[config.mk]
export PLATFORM = sky130hd
export DESIGN_NAME = freq_trigger_multi_flat
export DESIGN_NICKNAME = d
export VERILOG_FILES = /design/src/rtl/freq_trigger_multi_if.sv /design/src/rtl/freq_trigger_multi.sv /design/src/flat_wrapper.sv
export SDC_FILE = /design/constraint.sdc
export NUM_CORES = 1
export LEC_CHECK = 0
export CAP_MARGIN = 0
export CORE_UTILIZATION = 44
export CTS_BUF_LIST = sky130_fd_sc_hd__clkbuf_4 sky130_fd_sc_hd__clkbuf_8
export DETAILED_ROUTE_END_ITERATION = 8
export HOLD_SLACK_MARGIN = 0.1
export PLACE_DENSITY = 0.83
export SLEW_MARGIN = 5
export SYNTH_ARGS = -nofsm -noshare
export SYNTH_HDL_FRONTEND = slang
export SYNTH_SLANG_ARGS = --single-unit
[constraint.sdc]
create_clock -name clk_in -period 3.8 [get_ports clk_in]
set_input_delay 1.14 -clock clk_in [delete_from_list [all_inputs] [get_ports clk_in]]
set_output_delay 1.14 -clock clk_in [all_outputs]
set_load 0.05 [all_outputs]
[src/rtl/freq_trigger_multi_if.sv]
// Bundle of the control, configuration and status signals of freq_trigger_multi.
// The master side drives en/sync_clr/sel/div_factors; the slave side (the
// trigger) drives freq_trig/active_sel/cnt_out.
interface freq_trigger_multi_if #(
    parameter int CNT_W = 8,
    parameter int N_SEL = 4,
    parameter int SEL_W = 2
);
    logic                   en;
    logic                   sync_clr;
    logic [SEL_W-1:0]       sel;
    logic [N_SEL*CNT_W-1:0] div_factors;
    logic                   freq_trig;
    logic [SEL_W-1:0]       active_sel;
    logic [CNT_W-1:0]       cnt_out;

    modport master (
        output en, sync_clr, sel, div_factors,
        input  freq_trig, active_sel, cnt_out
    );

    modport slave (
        input  en, sync_clr, sel, div_factors,
        output freq_trig, active_sel, cnt_out
    );
endinterface

[src/rtl/freq_trigger_multi.sv]
// Multi-rate clock-enable generator: emits a one-cycle pulse every D enabled
// cycles, where D is one of N_SEL run-time factors picked by sel. A new sel is
// only adopted at a period wrap or a synchronous restart, so the period in
// flight is never shortened or stretched.
// Optional: define FREQ_TRIG_SEL_SYNC_EN to pass sel through a two-flop
// synchroniser (adds two cycles of select latency).
module freq_trigger_multi #(
    parameter int CNT_W = 8,
    parameter int N_SEL = 4,
    parameter int SEL_W = 2
) (
    input  logic                clk_in,
    input  logic                rst_n,
    freq_trigger_multi_if.slave bus
);
    localparam logic [SEL_W:0] N_SEL_V = (SEL_W+1)'(N_SEL);

    logic [SEL_W-1:0] sel_use;
    logic [SEL_W-1:0] sel_next;
    logic [SEL_W-1:0] active_sel_q;
    logic [CNT_W-1:0] cnt_q;
    logic             trig_q;
    logic [CNT_W-1:0] d_raw;
    logic [CNT_W-1:0] d_last;
    logic             wrap;

`ifdef FREQ_TRIG_SEL_SYNC_EN
    logic [SEL_W-1:0] sel_s1;
    logic [SEL_W-1:0] sel_s2;

    // Two-flop synchroniser for the switch-driven select.
    always_ff @(posedge clk_in or negedge rst_n) begin
        if (!rst_n) begin
            sel_s1 <= '0;
            sel_s2 <= '0;
        end else begin
            sel_s1 <= bus.sel;
            sel_s2 <= sel_s1;
        end
    end

    assign sel_use = sel_s2;
`else
    assign sel_use = bus.sel;
`endif

    // Out-of-range indices fall back to factor 0.
    assign sel_next = ({1'b0, sel_use} >= N_SEL_V) ? '0 : sel_use;

    // Pick the active factor from the packed bus; read live every cycle.
    always_comb begin
        d_raw = '0;
        for (int i = 0; i < N_SEL; i++) begin
            if ({1'b0, active_sel_q} == (SEL_W+1)'(i))
                d_raw = bus.div_factors[i*CNT_W +: CNT_W];
        end
    end

    // D=0 behaves as D=1; >= lets a shrunken factor wrap at once instead of
    // running the counter all the way round.
    assign d_last = (d_raw == '0) ? '0 : d_raw - CNT_W'(1);
    assign wrap   = (cnt_q >= d_last);

    // Counter, pulse and active-select update: sync_clr > en > hold.
    always_ff @(posedge clk_in or negedge rst_n) begin
        if (!rst_n) begin
            cnt_q        <= '0;
            trig_q       <= 1'b0;
            active_sel_q <= '0;
        end else if (bus.sync_clr) begin
            cnt_q        <= '0;
            trig_q       <= 1'b0;
            active_sel_q <= sel_next;
        end else if (bus.en) begin
            if (wrap) begin
                cnt_q        <= '0;
                trig_q       <= 1'b1;
                active_sel_q <= sel_next;
            end else begin
                cnt_q  <= cnt_q + CNT_W'(1);
                trig_q <= 1'b0;
            end
        end else begin
            trig_q <= 1'b0;
        end
    end

    assign bus.freq_trig  = trig_q;
    assign bus.active_sel = active_sel_q;
    assign bus.cnt_out    = cnt_q;
endmodule
[src/flat_wrapper.sv]
// flat-port wrapper written by rule: the top's interface ports become plain ports
module freq_trigger_multi_flat 
#(
    parameter int CNT_W = 8,
    parameter int N_SEL = 4,
    parameter int SEL_W = 2
)
  (clk_in, rst_n, bus_en, bus_sync_clr, bus_sel, bus_div_factors, bus_freq_trig, bus_active_sel, bus_cnt_out);
  freq_trigger_multi_if #(.CNT_W(CNT_W), .N_SEL(N_SEL), .SEL_W(SEL_W)) bus_i ();
  input  logic clk_in;
  input  logic rst_n;
  input wire logic [$bits(bus_i.en)-1:0] bus_en;
  input wire logic [$bits(bus_i.sync_clr)-1:0] bus_sync_clr;
  input wire logic [$bits(bus_i.sel)-1:0] bus_sel;
  input wire logic [$bits(bus_i.div_factors)-1:0] bus_div_factors;
  output wire logic [$bits(bus_i.freq_trig)-1:0] bus_freq_trig;
  output wire logic [$bits(bus_i.active_sel)-1:0] bus_active_sel;
  output wire logic [$bits(bus_i.cnt_out)-1:0] bus_cnt_out;
  assign bus_i.en = bus_en;
  assign bus_i.sync_clr = bus_sync_clr;
  assign bus_i.sel = bus_sel;
  assign bus_i.div_factors = bus_div_factors;
  assign bus_freq_trig = bus_i.freq_trig;
  assign bus_active_sel = bus_i.active_sel;
  assign bus_cnt_out = bus_i.cnt_out;
  freq_trigger_multi #(.CNT_W(CNT_W), .N_SEL(N_SEL), .SEL_W(SEL_W)) u_core (.clk_in(clk_in), .rst_n(rst_n), .bus(bus_i));
endmodule
# ---- After elaboration in Yosys (flattened, before gate mapping)
# Index checks and enable logic that the tools add are counted.
dict set report word_totals {
  ff_bits 11
  in_bits 38
  output_inout_bits 11
}
dict set report op_classes {
  addsub 2
  n_lt_le_gt_ge 1
  eq_ne 3
  n_mux 14
  n_reduce_logical 5
}
# op count
set ops {}
lappend ops {{2-to-1 mux 8 bit} 8}
lappend ops {{adder 8 x 1 -> 8 bit, second input constant} 1}
lappend ops {{>= comparator 8 bit} 1}
lappend ops {{logical NOT 8 bit} 1}
lappend ops {{subtractor 8 x 1 -> 8 bit, second input constant} 1}
lappend ops {{2-to-1 mux 2 bit} 3}
lappend ops {{equality test 2 bit, second input constant} 2}
lappend ops {{nonzero test 2 bit} 2}
lappend ops {{2-to-1 mux 1 bit} 3}
lappend ops {{equality test 2 x 1 -> 1 bit, second input constant} 1}
lappend ops {{logical NOT 2 bit} 1}
lappend ops {{AND reduction 2 bit} 1}

# ---- Depth between registers and ports, before layout
dict set report logic_depth {
  depth_word 11
  ltp_mapped 13
}

# ---- Least setup slack after synthesis
# OpenSTA, ideal clock, no wires.
dict set report synth_timing {
  path_type {input to register}
  from {in bus_div_factors[8]}
  to {reg u_core.active_sel_q[0] (netlist: u_core.bus.active_sel[0])}
  setup_ps 125
  t_arrival_ps 3749
  required_time_ps 3675
  path_slack_ps -74
  stages 11
  path_cell_list {mux4_1 > inv_1 > ha_1 > o311a_2 > a21oi_1 > ha_1 > nand2b_1 > a2111oi_2 > o21bai_1 > o31a_1 > mux2_2}
}
dict set report synth_between {
  elab_chain_cells 8
}
# element line_no
set synth_rtl {}
lappend synth_rtl {{start, declared} flat_wrapper.sv:15} ;# input wire logic [$bits(bus_i.div_factors)-1:0] bus_div_factors;
lappend synth_rtl {{2-to-1 mux 8 bit * (3 in series)} freq_trigger_multi.sv:54} ;# if ({1'b0, active_sel_q} == (SEL_W+1)'(i))
lappend synth_rtl {{subtractor 8 x 1 -> 8 bit or logical NOT 8 bit (tied branches)} freq_trigger_multi.sv:61} ;# assign d_last = (d_raw == '0) ? '0 : d_raw - CNT_W'(1);
lappend synth_rtl {{2-to-1 mux 8 bit *} freq_trigger_multi.sv:61}
lappend synth_rtl {{>= comparator 8 bit *} freq_trigger_multi.sv:62} ;# assign wrap = (cnt_q >= d_last);
lappend synth_rtl {{nonzero test 2 bit (no source line) *} n/a}
lappend synth_rtl {{AND reduction 2 bit (no source line) *} n/a}
lappend synth_rtl {{end signal, assigned} freq_trigger_multi.sv:73} ;# active_sel_q <= sel_next;
lappend synth_rtl {{end signal, assigned} freq_trigger_multi.sv:78} ;# active_sel_q <= sel_next;
lappend synth_rtl {{end, declared} freq_trigger_multi.sv:20} ;# logic [SEL_W-1:0] active_sel_q;
# Mark *: on every way between the ends. The rest lies on a longest branch, timed or not.
# A chain may end at the register's enable or synchronous reset.

# ---- Final worst setup path
dict set report layout_timing {
  from {in bus_div_factors[31]}
  to {reg u_core.active_sel_q[0] (netlist: u_core.bus.active_sel[0])}
}
dict set report layout_between {
  elab_chain_cells 6
}
# element line_no
set layout_rtl {}
lappend layout_rtl {{2-to-1 mux 8 bit *} freq_trigger_multi.sv:54}
lappend layout_rtl {{subtractor 8 x 1 -> 8 bit or logical NOT 8 bit (tied branches)} freq_trigger_multi.sv:61}
lappend layout_rtl {{2-to-1 mux 8 bit *} freq_trigger_multi.sv:61}
lappend layout_rtl {{>= comparator 8 bit *} freq_trigger_multi.sv:62}
lappend layout_rtl {{nonzero test 2 bit (no source line) *} n/a}
lappend layout_rtl {{AND reduction 2 bit (no source line) *} n/a}
# Marked as above.

==> out/results.ini <==
[drt]
finalWirelength_um=4240
dr.first_iter.drc_count=34
first_pass_iters=4
drc=0
final_antenna_net_count=0
vias_per_cell=5.82
routedWlPerCell_um=20.2
vias=1222

[sta]
fin_ws_ns=0.101
fin_crit_ns=3.70
worst_pin_slew_ns=0.526
fin_worst_skew_ns=0.00648
whs_ns=0.650
hold_viol=0
max_freq_mhz=270
maxSlewHeadroom=0.648
fin_crit_sh=0.973
slew_violations=0
setup_viol=0
tns_ns=0

[finish]
register_area_um2=277
synthToLayoutAreaGrowth_pct=72.3
diodes=0
drive_above_1_share=0.423
fin_nets=231
final_cell_area_um2=1940
fillers=131
final_common_cell=buf_4
multi_input_area_um2=936
layoutNonFillerInstCount=210
layout_common_cells=buf_4, clkdlybuf4s50_1, clkbuf_2, dfrtp_1, nor2_1
postLayoutCoreUtil=0.838

[yosys]
synthesis.nets=154
ys_async_sr_fraction=1.00
syn-cell-area_um2=1130
avgSynthCellArea_um2=10.6
syn_inst=106
synth_edf_count=0
synthFlopType=dfrtp_1
synth_seq_cells=11
yosysUniqueCellTypes=36
yosysSeqAreaShare=0.244
yosys_warnings=0

[die]
fp.dieH_um=52.6
initial_utilization=0.486
core_um2=2320
die_area_um2=2770
std_cell_rows=17
ios=49
dieWidth_um=52.6

[power]
p_total_mw=1.22
power.density_nw_per_um2=628
ir_worst_vdd_mv=0.521
leakage_nw=0.927

[grt]
grt-busiest-layer=met2
grt_max_degree=15
overflow=0
grt_usage=0.309
antenna_found_initial=0
grt_pass1_wl_um=6090
grt_use_met1=0.366
first_global_vias=1292
grtUsageMet3=0.0435
met2_usage=0.557

[worst_setup_path]
crit_required_ns=3.95
worst-path-max-fanout=3
worstSetupPathType=input port to flip-flop
start_kind=input port
cp.arrival_ns=3.85
cp-end-kind=flip-flop

[placed_design]
dp_cells=194
hpwl_um=2800
place.port_buffers=48
place_area_um2=1730
dp_slack_ns=-0.448
place_congestion=0.771

[clock_network]
numCtsBuffers=3
worstSkewPairLatency_ns=0.27
cts-root-buf=clkbuf_4
clock-sinks=11
htreeDepth=1
clockBufferDepth=2
cts_tree=done
clk_pin_slew_ns=0.08

[flow_run]
drv_cap=0

[hold_path]
holdCritPathClass=flip-flop to flip-flop

[status]
status=completed

timing repair:
action                                  CTS  global route
pin swaps                                13            20
setup buffers                             8             4
endpoints found under the hold margin     0             0
hold buffers                              0             0
gates resized for setup                  49            50
endpoints found under the setup margin    7             8
report_power, final:
part	internal, mW	switching, mW	total, mW
Clock	0.0478	0.0421	0.0899
Combinational	0.513	0.420	0.933
Sequential	0.131	0.0657	0.197
registers in the layout (all words and copies together), names as in the netlist:
register and count:
u_core.bus.cnt_out 8, u_core.bus.active_sel 2, u_core.bus.freq_trig 1
per-layer routing:
| layer | share of wire | up-vias |
|---|---|---|
| li1 | - | 563 |
| met2 | 0.52 | 53 |
| met1 | 0.41 | 592 |
| met5 | 0 | - |
| met4 | 0.022 | 0 |
| met3 | 0.051 | 14 |
cell type report:
cell class,instances,share of cell area
sequential,11,0.142
timing repair buffer,76,0.336
inverter,3,0.00580
multi-input combinational,88,0.482
tap,28,0.0180
clock buffer,4,0.0155
cell usage after synthesis (all sizes together) (2+ instances only):
cell type / number / area (µm²)
xor2: 5 / 43.8
a21oi: 6 / 30.0
dfrtp: 11 / 275
ha: 10 / 125
nand2: 7 / 26.3
clkbuf: 3 / 11.3
nor3: 3 / 15.0
nor4: 2 / 42.5
o31a: 2 / 17.5
o21ai: 2 / 10.0
a41o: 2 / 20.0
nand3b: 2 / 15.0
a21o: 2 / 15.0
mux2: 2 / 22.5
nor2: 10 / 37.5
nand2b: 5 / 31.3
inv: 3 / 11.3
nor3b: 2 / 15.0
mux4: 8 / 199
nand4: 3 / 18.8
xnor2: 2 / 17.5
critical path, cell delays in order:
cell,delay [ns]
clkdlybuf4s15_1,0.16
mux4_2,0.50
nor4_4,0.30
buf_4,0.16
a21oi_2,0.04
ha_1,0.31
nand2b_4,0.16
a2111oi_4,0.33
o21bai_1,0.13
o31a_1,0.31
mux2_4,0.32
kinds of logic (layout without fill, tap and decap cells):
family / Yosys count / after routing / synth area share
muxes: 11 / 11 / 0.205
AOI/OAI and AO/OA: 22 / 22 / 0.147
and+or+nand+nor: 38 / 38 / 0.209
DFF: 11 / 11 / 0.244
xor gates and xnor gates: 7 / 7 / 0.0544
adders and majority gates: 10 / 10 / 0.111
buffers and inverters: 7 / 83 / 0.0300
path summary, 6_finish.rpt:
kind	from	end	slack, ns	cells after the start
max in group asynchronous	rst_n	u_core.bus.active_sel[0]$_DFFE_PN0P_	2.21	1
min reg2reg	u_core.bus.cnt_out[2]$_DFFE_PN0P_	u_core.bus.cnt_out[2]$_DFFE_PN0P_	0.65	1
min	u_core.bus.cnt_out[2]$_DFFE_PN0P_	u_core.bus.cnt_out[2]$_DFFE_PN0P_	0.65	1
max	bus_div_factors[31]	u_core.bus.active_sel[0]$_DFFE_PN0P_	0.10	11
max reg2reg	u_core.bus.active_sel[0]$_DFFE_PN0P_	u_core.bus.active_sel[0]$_DFFE_PN0P_	0.36	11
min in group asynchronous	rst_n	u_core.bus.freq_trig$_DFF_PN0_	1.21	1
(Power assumes the default switching activity.)
